--- src/rtl/dest_sel_pipe_if.sv ---
// Bundles the decode, pipeline-control and hazard signals of dest_sel_pipe.
// Master drives the instruction and control side; slave is the tracker itself.
interface dest_sel_pipe_if #(
   parameter int unsigned INSTR_W = 16,
   parameter int unsigned REG_AW  = 3,
   parameter int unsigned SEL_W   = 2,
   parameter int unsigned DEPTH   = 3
);
   logic [INSTR_W-1:0]      instr_in;
   logic                    instr_valid;
   logic                    reg_write;
   logic [SEL_W-1:0]        reg_destsel;
   logic                    stall;
   logic                    flush;
   logic [REG_AW-1:0]       src_a;
   logic [REG_AW-1:0]       src_b;
   logic [REG_AW-1:0]       wb_dest;
   logic                    wb_valid;
   logic [DEPTH*REG_AW-1:0] stage_dest;
   logic [DEPTH-1:0]        stage_valid;
   logic [DEPTH-1:0]        match_a;
   logic [DEPTH-1:0]        match_b;
   logic                    hazard_a;
   logic                    hazard_b;

   modport master (
      output instr_in, instr_valid, reg_write, reg_destsel, stall, flush, src_a, src_b,
      input  wb_dest, wb_valid, stage_dest, stage_valid, match_a, match_b, hazard_a, hazard_b
   );

   modport slave (
      input  instr_in, instr_valid, reg_write, reg_destsel, stall, flush, src_a, src_b,
      output wb_dest, wb_valid, stage_dest, stage_valid, match_a, match_b, hazard_a, hazard_b
   );
endinterface

--- src/rtl/dest_sel_pipe.sv ---
// Destination-register selector with per-stage tracking and source-match reporting.
// Optional macro DEST_ZERO_REG_EN: register 0 is hardwired zero and never tracked or matched.
module dest_sel_pipe #(
   parameter int unsigned INSTR_W    = 16,
   parameter int unsigned REG_AW     = 3,
   parameter int unsigned NUM_FIELDS = 3,
   parameter int unsigned SEL_W      = 2,
   parameter int unsigned FIELD0_LSB = 9,
   parameter int unsigned FIELD1_LSB = 6,
   parameter int unsigned FIELD2_LSB = 3,
   parameter int unsigned DEPTH      = 3
) (
   input  logic             clk,
   input  logic             rst,
   dest_sel_pipe_if.slave   bus
);

   logic [REG_AW-1:0] dec_dest;
   logic              dec_ok;
   logic [REG_AW-1:0] entry_dest;
   logic              entry_valid;
   logic [REG_AW-1:0] dest_q [DEPTH];
   logic [DEPTH-1:0]  valid_q;

   // Field decode; selects beyond the configured set mean "no destination".
   always_comb begin
      dec_dest = '0;
      dec_ok   = 1'b0;
      if (32'(bus.reg_destsel) < NUM_FIELDS) begin
         if (32'(bus.reg_destsel) == 32'd0) begin
            dec_dest = bus.instr_in[FIELD0_LSB +: REG_AW];
            dec_ok   = 1'b1;
         end else if (32'(bus.reg_destsel) == 32'd1) begin
            dec_dest = bus.instr_in[FIELD1_LSB +: REG_AW];
            dec_ok   = 1'b1;
         end else if (32'(bus.reg_destsel) == 32'd2) begin
            dec_dest = bus.instr_in[FIELD2_LSB +: REG_AW];
            dec_ok   = 1'b1;
         end
      end
   end

   // Stage-0 entry; an invalid entry always carries dest 0.
   always_comb begin
      entry_valid = bus.instr_valid & bus.reg_write & dec_ok;
`ifdef DEST_ZERO_REG_EN
      entry_valid = entry_valid & (dec_dest != '0);
`endif
      entry_dest  = entry_valid ? dec_dest : '0;
   end

   // Stage shift register with stall hold and flush that lets the oldest survivor retire.
   always_ff @(posedge clk or posedge rst) begin
      if (rst) begin
         for (int k = 0; k < DEPTH; k++) dest_q[k] <= '0;
         valid_q <= '0;
      end else if (bus.flush) begin
         for (int k = 0; k < DEPTH - 1; k++) dest_q[k] <= '0;
         valid_q[DEPTH-2:0] <= '0;
         dest_q[DEPTH-1]    <= dest_q[DEPTH-2];
         valid_q[DEPTH-1]   <= valid_q[DEPTH-2];
      end else if (!bus.stall) begin
         dest_q[0]  <= entry_dest;
         valid_q[0] <= entry_valid;
         for (int k = 1; k < DEPTH; k++) begin
            dest_q[k]  <= dest_q[k-1];
            valid_q[k] <= valid_q[k-1];
         end
      end
   end

   // Flatten stage state onto the output bus.
   always_comb begin
      bus.stage_dest = '0;
      for (int k = 0; k < DEPTH; k++) bus.stage_dest[k*REG_AW +: REG_AW] = dest_q[k];
      bus.stage_valid = valid_q;
      bus.wb_dest     = dest_q[DEPTH-1];
      bus.wb_valid    = valid_q[DEPTH-1];
   end

   // Per-stage source comparison; invalid stages never match their stale zero.
   always_comb begin
      bus.match_a = '0;
      bus.match_b = '0;
      for (int k = 0; k < DEPTH; k++) begin
         bus.match_a[k] = valid_q[k] && (dest_q[k] == bus.src_a);
         bus.match_b[k] = valid_q[k] && (dest_q[k] == bus.src_b);
      end
`ifdef DEST_ZERO_REG_EN
      if (bus.src_a == '0) bus.match_a = '0;
      if (bus.src_b == '0) bus.match_b = '0;
`endif
      bus.hazard_a = |bus.match_a;
      bus.hazard_b = |bus.match_b;
   end

endmodule
--- src/flat_wrapper.sv ---
// flat-port wrapper written by rule: the top's interface ports become plain ports
module dest_sel_pipe_flat 
#(
   parameter int unsigned INSTR_W    = 16,
   parameter int unsigned REG_AW     = 3,
   parameter int unsigned NUM_FIELDS = 3,
   parameter int unsigned SEL_W      = 2,
   parameter int unsigned FIELD0_LSB = 9,
   parameter int unsigned FIELD1_LSB = 6,
   parameter int unsigned FIELD2_LSB = 3,
   parameter int unsigned DEPTH      = 3
)
  (clk, rst, bus_instr_in, bus_instr_valid, bus_reg_write, bus_reg_destsel, bus_stall, bus_flush, bus_src_a, bus_src_b, bus_wb_dest, bus_wb_valid, bus_stage_dest, bus_stage_valid, bus_match_a, bus_match_b, bus_hazard_a, bus_hazard_b);
  dest_sel_pipe_if #(.INSTR_W(INSTR_W), .REG_AW(REG_AW), .SEL_W(SEL_W), .DEPTH(DEPTH)) bus_i ();
  input  logic clk;
  input  logic rst;
  input wire logic [$bits(bus_i.instr_in)-1:0] bus_instr_in;
  input wire logic [$bits(bus_i.instr_valid)-1:0] bus_instr_valid;
  input wire logic [$bits(bus_i.reg_write)-1:0] bus_reg_write;
  input wire logic [$bits(bus_i.reg_destsel)-1:0] bus_reg_destsel;
  input wire logic [$bits(bus_i.stall)-1:0] bus_stall;
  input wire logic [$bits(bus_i.flush)-1:0] bus_flush;
  input wire logic [$bits(bus_i.src_a)-1:0] bus_src_a;
  input wire logic [$bits(bus_i.src_b)-1:0] bus_src_b;
  output wire logic [$bits(bus_i.wb_dest)-1:0] bus_wb_dest;
  output wire logic [$bits(bus_i.wb_valid)-1:0] bus_wb_valid;
  output wire logic [$bits(bus_i.stage_dest)-1:0] bus_stage_dest;
  output wire logic [$bits(bus_i.stage_valid)-1:0] bus_stage_valid;
  output wire logic [$bits(bus_i.match_a)-1:0] bus_match_a;
  output wire logic [$bits(bus_i.match_b)-1:0] bus_match_b;
  output wire logic [$bits(bus_i.hazard_a)-1:0] bus_hazard_a;
  output wire logic [$bits(bus_i.hazard_b)-1:0] bus_hazard_b;
  assign bus_i.instr_in = bus_instr_in;
  assign bus_i.instr_valid = bus_instr_valid;
  assign bus_i.reg_write = bus_reg_write;
  assign bus_i.reg_destsel = bus_reg_destsel;
  assign bus_i.stall = bus_stall;
  assign bus_i.flush = bus_flush;
  assign bus_i.src_a = bus_src_a;
  assign bus_i.src_b = bus_src_b;
  assign bus_wb_dest = bus_i.wb_dest;
  assign bus_wb_valid = bus_i.wb_valid;
  assign bus_stage_dest = bus_i.stage_dest;
  assign bus_stage_valid = bus_i.stage_valid;
  assign bus_match_a = bus_i.match_a;
  assign bus_match_b = bus_i.match_b;
  assign bus_hazard_a = bus_i.hazard_a;
  assign bus_hazard_b = bus_i.hazard_b;
  dest_sel_pipe #(.INSTR_W(INSTR_W), .REG_AW(REG_AW), .NUM_FIELDS(NUM_FIELDS), .SEL_W(SEL_W), .FIELD0_LSB(FIELD0_LSB), .FIELD1_LSB(FIELD1_LSB), .FIELD2_LSB(FIELD2_LSB), .DEPTH(DEPTH)) u_core (.clk(clk), .rst(rst), .bus(bus_i));
endmodule
--- config.mk ---
export PLATFORM = sky130hd
export DESIGN_NAME = dest_sel_pipe_flat
export DESIGN_NICKNAME = d
export VERILOG_FILES = /design/src/rtl/dest_sel_pipe_if.sv /design/src/rtl/dest_sel_pipe.sv /design/src/flat_wrapper.sv
export SDC_FILE = /design/constraint.sdc
export NUM_CORES = 1
export LEC_CHECK = 0
export ABC_AREA = 1
export CAP_MARGIN = 25
export CORE_UTILIZATION = 40
export CTS_CLUSTER_DIAMETER = 200
export CTS_CLUSTER_SIZE = 14
export DETAILED_ROUTE_END_ITERATION = 7
export PLACE_DENSITY_LB_ADDON = 0.1
export SETUP_SLACK_MARGIN = 0.5
export SYNTH_ARGS = -nofsm -noshare
export SYNTH_HDL_FRONTEND = slang
export SYNTH_SLANG_ARGS = --single-unit
--- constraint.sdc ---
create_clock -name clk -period 2.1 [get_ports clk]
set_clock_uncertainty 0.1 [all_clocks]
set_input_delay 0.42 -clock clk [delete_from_list [all_inputs] [get_ports clk]]
set_output_delay 0.42 -clock clk [all_outputs]
set_load 0.02 [all_outputs]
Word-level counts from Yosys, hierarchy flattened:

Cells that the tools add are included.

* output and inout port bits: 24
* word-level logic and storage cells: 38
* flip-flop bits (word level): 12

* bitwise logic cells: 2
* equal/unequal tests: 9
* multiplexer cells: 13
* order comparisons: 1
* reduce and logical (&&, ||, !) cells: 9

Operator list (number)
* 3-bit two-way mux: 7
* 3-bit == test: 6
* 9-bit two-way mux: 2
* 1-bit logical AND: 6
* 3-bit OR reduction: 2
* 1-bit two-way mux: 4
* 1-bit AND: 2
* 2-bit by 1-bit == test with 1-bit output, second input constant: 1
* 2-bit == test, second input constant: 1
* 2-bit logical NOT: 1
* 2-bit less-than comparator, second input constant: 1
* 2-bit by 1-bit inequality test with 1-bit output, second input constant: 1

Logic depth before layout (Yosys ltp):

* word-level depth: 9
* depth in mapped cells: 6
* mapped depth without buffers: 6

Worst setup path before layout:

No wires, ideal clock.

* path kind: register -> output
* start point: register u_core.dest_q, in the netlist u_core.bus.stage_dest[2]
* end point: output bus_hazard_a
* stages on the path, launching flop included: 7
* required time: 1.580 ns
* buffers on the path: 0
* arrival: 1.020 ns
* slack: 0.560 ns
* cells stage by stage: dfrtp_1 inv_1 nand2_1 nand2_1 nor2_1 nand2_1 nand3_1

* word-level cells in the longest chain between the ends: 3

Ends and longest elaborated chain
* start: declaration: RTL line dest_sel_pipe.sv:22 `logic [REG_AW-1:0] dest_q [DEPTH];`
* start signal: indexed assignment: RTL line dest_sel_pipe.sv:60 `dest_q[DEPTH-1] <= dest_q[DEPTH-2];`
* start signal: indexed assignment: RTL line dest_sel_pipe.sv:66 `dest_q[k] <= dest_q[k-1];`
* 3-bit == test: RTL line dest_sel_pipe.sv:86 `bus.match_a[k] = valid_q[k] && (dest_q[k] == bus.src_a);`
* 1-bit logical AND: RTL line dest_sel_pipe.sv:86
* 3-bit OR reduction: RTL line dest_sel_pipe.sv:93 `bus.hazard_a = |bus.match_a;`
* end: declaration: RTL line flat_wrapper.sv:31 `output wire logic [$bits(bus_i.hazard_a)-1:0] bus_hazard_a;`

No other way between the ends.

Worst setup path after layout:

* start point: register u_core.dest_q, in the netlist u_core.bus.wb_dest[0]
* end point: output bus_hazard_b

* word-level cells in the longest chain between the ends: 3

Ends and longest elaborated chain
* 3-bit == test: RTL line dest_sel_pipe.sv:87 `bus.match_b[k] = valid_q[k] && (dest_q[k] == bus.src_b);`
* 1-bit logical AND: RTL line dest_sel_pipe.sv:87
* 3-bit OR reduction: RTL line dest_sel_pipe.sv:94 `bus.hazard_b = |bus.match_b;`
* end: declaration: RTL line flat_wrapper.sv:32 `output wire logic [$bits(bus_i.hazard_b)-1:0] bus_hazard_b;`

No other way between the ends.

==> metrics.md <==
| Metric | Value |
|---|---|
| Critical path's slowest cell | `dfrtp_2` |
| CTS H-tree lvls | `1` |
| Placed Instances | `228` |
| FP Rows | `17` |
| Initial antenna violation count | `0` |
| Via density | `4.84` |
| ANT cells | `0` |
| DP Wirelength | `1970 um` |
| Via Count | `1245` |
| Synthesis-to-finish area growth | `79.2%` |
| Vias in the first global route | `1140` |
| Max Root-Sink Buffers | `2` |
| Port buffer count | `46` |
| RSZ-0062 raised after global routing | `yes` |
| Crit end category | `primary output` |
| Kind of start point of the critical path | `register` |
| Global-route wire length before repair | `4710 um` |
| Pin count of the biggest net entering global routing | `16` |
| Post-route ant nets | `0` |
| Max FO, Critical Path | `5` |
| Fin Hold WS | `355 ps` |
| Tot Pwr | `0.551 mW` |
| Syn_area_per_cell | `5.87 sq um` |
| Syn Inst Count | `157` |
| Critical setup path kind | `reg2out` |
| DRT Pass-1 Iters | `4` |
| Final Hold Viols | `0` |
| Setup violators final | `0` |
| DR DRC count | `0` |
| Grt ovf | `0` |
| Max incr delay on CP | `460 ps` |
| Routed WL | `3060 um` |
| Worst vdd ir | `0.000273 V` |
| Critical Path RT | `1580 ps` |
| Flops & latches, synth | `12` |
| Worst Path Arrival | `1330 ps` |
| Cell mode on critical path | `buf_6` |
| Netlist cell types | `15` |
| Final Core Density | `0.753` |
| Worst-Margin Slew | `442 ps` |
| Syn_nets | `187` |
| Tmin final | `1850 ps` |
| Share of layout cells above drive strength 1 | `0.367` |
| CTS tree | `built` |
| Synthesized area | `921 sq um` |
| Leakage power | `0.913 nW` |
| Iter 0 DRT Violations | `45` |
| Worst-path cell chain | `buf_6 -> nor2_2 -> nor2_1 -> nand2_1 -> nand3_2 -> buf_6` |
| Post-synthesis sequential area ratio | `0.326` |
| CTS sink cnt | `12` |
| Ys Warns | `0` |
| Nets@finish | `261` |
| Die Area | `0.00250 sq mm` |
| Fmax | `541 MHz` |
| HP Class | `in2async` |
| Num ports | `54` |
| Place WS | `-458 ps` |
| Setup ws final | `252 ps` |
| Height of the die | `50.0 um` |
| PwrDens | `334 mW/mm^2` |
| Period utilization | `0.880` |
| Initial Utilization | `0.420` |
| Clock Pin Slew Worst Setup and Hold Paths | `70 ps` |
| Slew Viols, Final | `0` |
| Max_cap viols | `0` |
| Routed len/inst | `11.9 um` |
| Die W | `50.0 um` |
| CTS root buf | `clkbuf_4` |
| Gr usage total | `0.247` |
| CTS Hold Bufs | `0` |
| Routability Congestion | `0.882` |
| Core region area | `0.00219 sq mm` |
| Final Instance Count excl. Fillers | `257` |
| Cts bufs inserted | `3` |
| Relative slew slack | `0.705` |
| Status | `completed` |
| Clk Latency, worst-skew pair | `270 ps` |
[cell usage in the layout (no fill, tap or decap)]
master / n
nand2_1: 57
buf_4: 23
nor2_1: 18
clkdlybuf4s50_1: 16
inv_2: 14
inv_1: 13
buf_6: 13
nand3_1: 11
nand2_2: 9
clkdlybuf4s15_1: 8
dfrtp_1: 8
clkbuf_2: 7
dlygate4sd2_1: 7
o21ai_2: 4
dfrtp_2: 4
o21ai_1: 3
nor2_2: 3
clkbuf_4: 3
o22ai_1: 2
nand3_2: 2
a211oi_1: 1
a21oi_1: 1
nor2_4: 1
o22ai_2: 1
[report_power, final]
| group | leakage (nW) | internal [mW] | total [mW] | switching, mW |
|---|---|---|---|---|
| Combinational | 0.741 | 0.0806 | 0.167 | 0.0868 |
| Clock | 0.0138 | 0.0664 | 0.135 | 0.0690 |
| Sequential | 0.159 | 0.238 | 0.248 | 0.0101 |
[registers in the layout, indices dropped and copies added, names as in the netlist]
register and count:
u_core.bus.wb_dest 3, u_core.bus.stage_dest 6, u_core.bus.stage_valid 3
[repair_timing]
action                                  in CTS  in global routing
resized for setup                           87                 41
pin swaps                                   13                 15
buffers inserted                            20                  6
endpoints found under the setup margin      24                 20
endpoints found under the hold margin        0                  0
[kinds of logic (layout without fill, tap and decap cells)]
family          Yosys count  count (layout)  share of synthesized area
simple gates            101             101                      0.435
buf+inv                  32             104                      0.155
flops                    12              12                      0.326
compound gates           12              12                     0.0842
[synth_stat cells]
cell type / instances / area, sq um
nand2_2: 1 / 6.26
nor2_2: 1 / 6.26
dfrtp_1: 12 / 300
inv_2: 3 / 11.3
buf_6: 1 / 11.3
nand2_1: 65 / 244
nor2_1: 21 / 78.8
nand3_1: 13 / 65.1
a211oi_1: 1 / 7.51
o21ai_2: 3 / 26.3
buf_4: 4 / 30.0
a21oi_1: 1 / 5.00
inv_1: 24 / 90.1
o22ai_1: 3 / 18.8
o21ai_1: 4 / 20.0
[layout make-up]
cell class / instances / area, sq um
sequential: 12 / 305
multi-input combinational: 113 / 531
clock buffer: 3 / 22.5
inverter: 27 / 101
timing repair buffer: 74 / 656
tap: 28 / 35.0
fill: 180 / 541
[critical path, delay by kind of cell, from the launching register on]
kind,cells,cell delay (ps)
and+or+nand+nor,4,320
DFF,1,460
buffers and inverters,2,280
[metal layers]
layer	wire length (um)	track usage	vias to the layer above
met5	0	0	-
met4	48	0.114	0
met3	172	0.0309	6
met2	1610	0.464	60
met1	1230	0.268	559
li1	-	-	620
[per-stage QoR]
stage / TNS, ps / cell area (sq um)
6_report: 0 / 1650
5_1_grt: 0 / 1650
4_1_cts: 0 / 1560
3_5_place_dp: -3180 / 1390
3_3_place_gp: -2910 / 1390
2_1_floorplan: 0 / 921
[path summary, 6_finish.rpt]
check | start | end | slack (ps) | cells past startpoint
max | u_core.bus.wb_dest[0] | bus_hazard_b | 250 | 6
min reg2reg | u_core.bus.stage_dest[3] | u_core.bus.wb_dest[0] | 490 | 2
max reg2reg | u_core.bus.wb_dest[0] | u_core.bus.wb_dest[0] | 400 | 10
max in group asynchronous | rst | u_core.bus.wb_dest[1] | 1220 | 2
min in group clk | u_core.bus.stage_dest[3] | u_core.bus.wb_dest[0] | 490 | 2
min | rst | u_core.bus.wb_dest[0] | 360 | 2
Power figures use the tool's default switching activity.
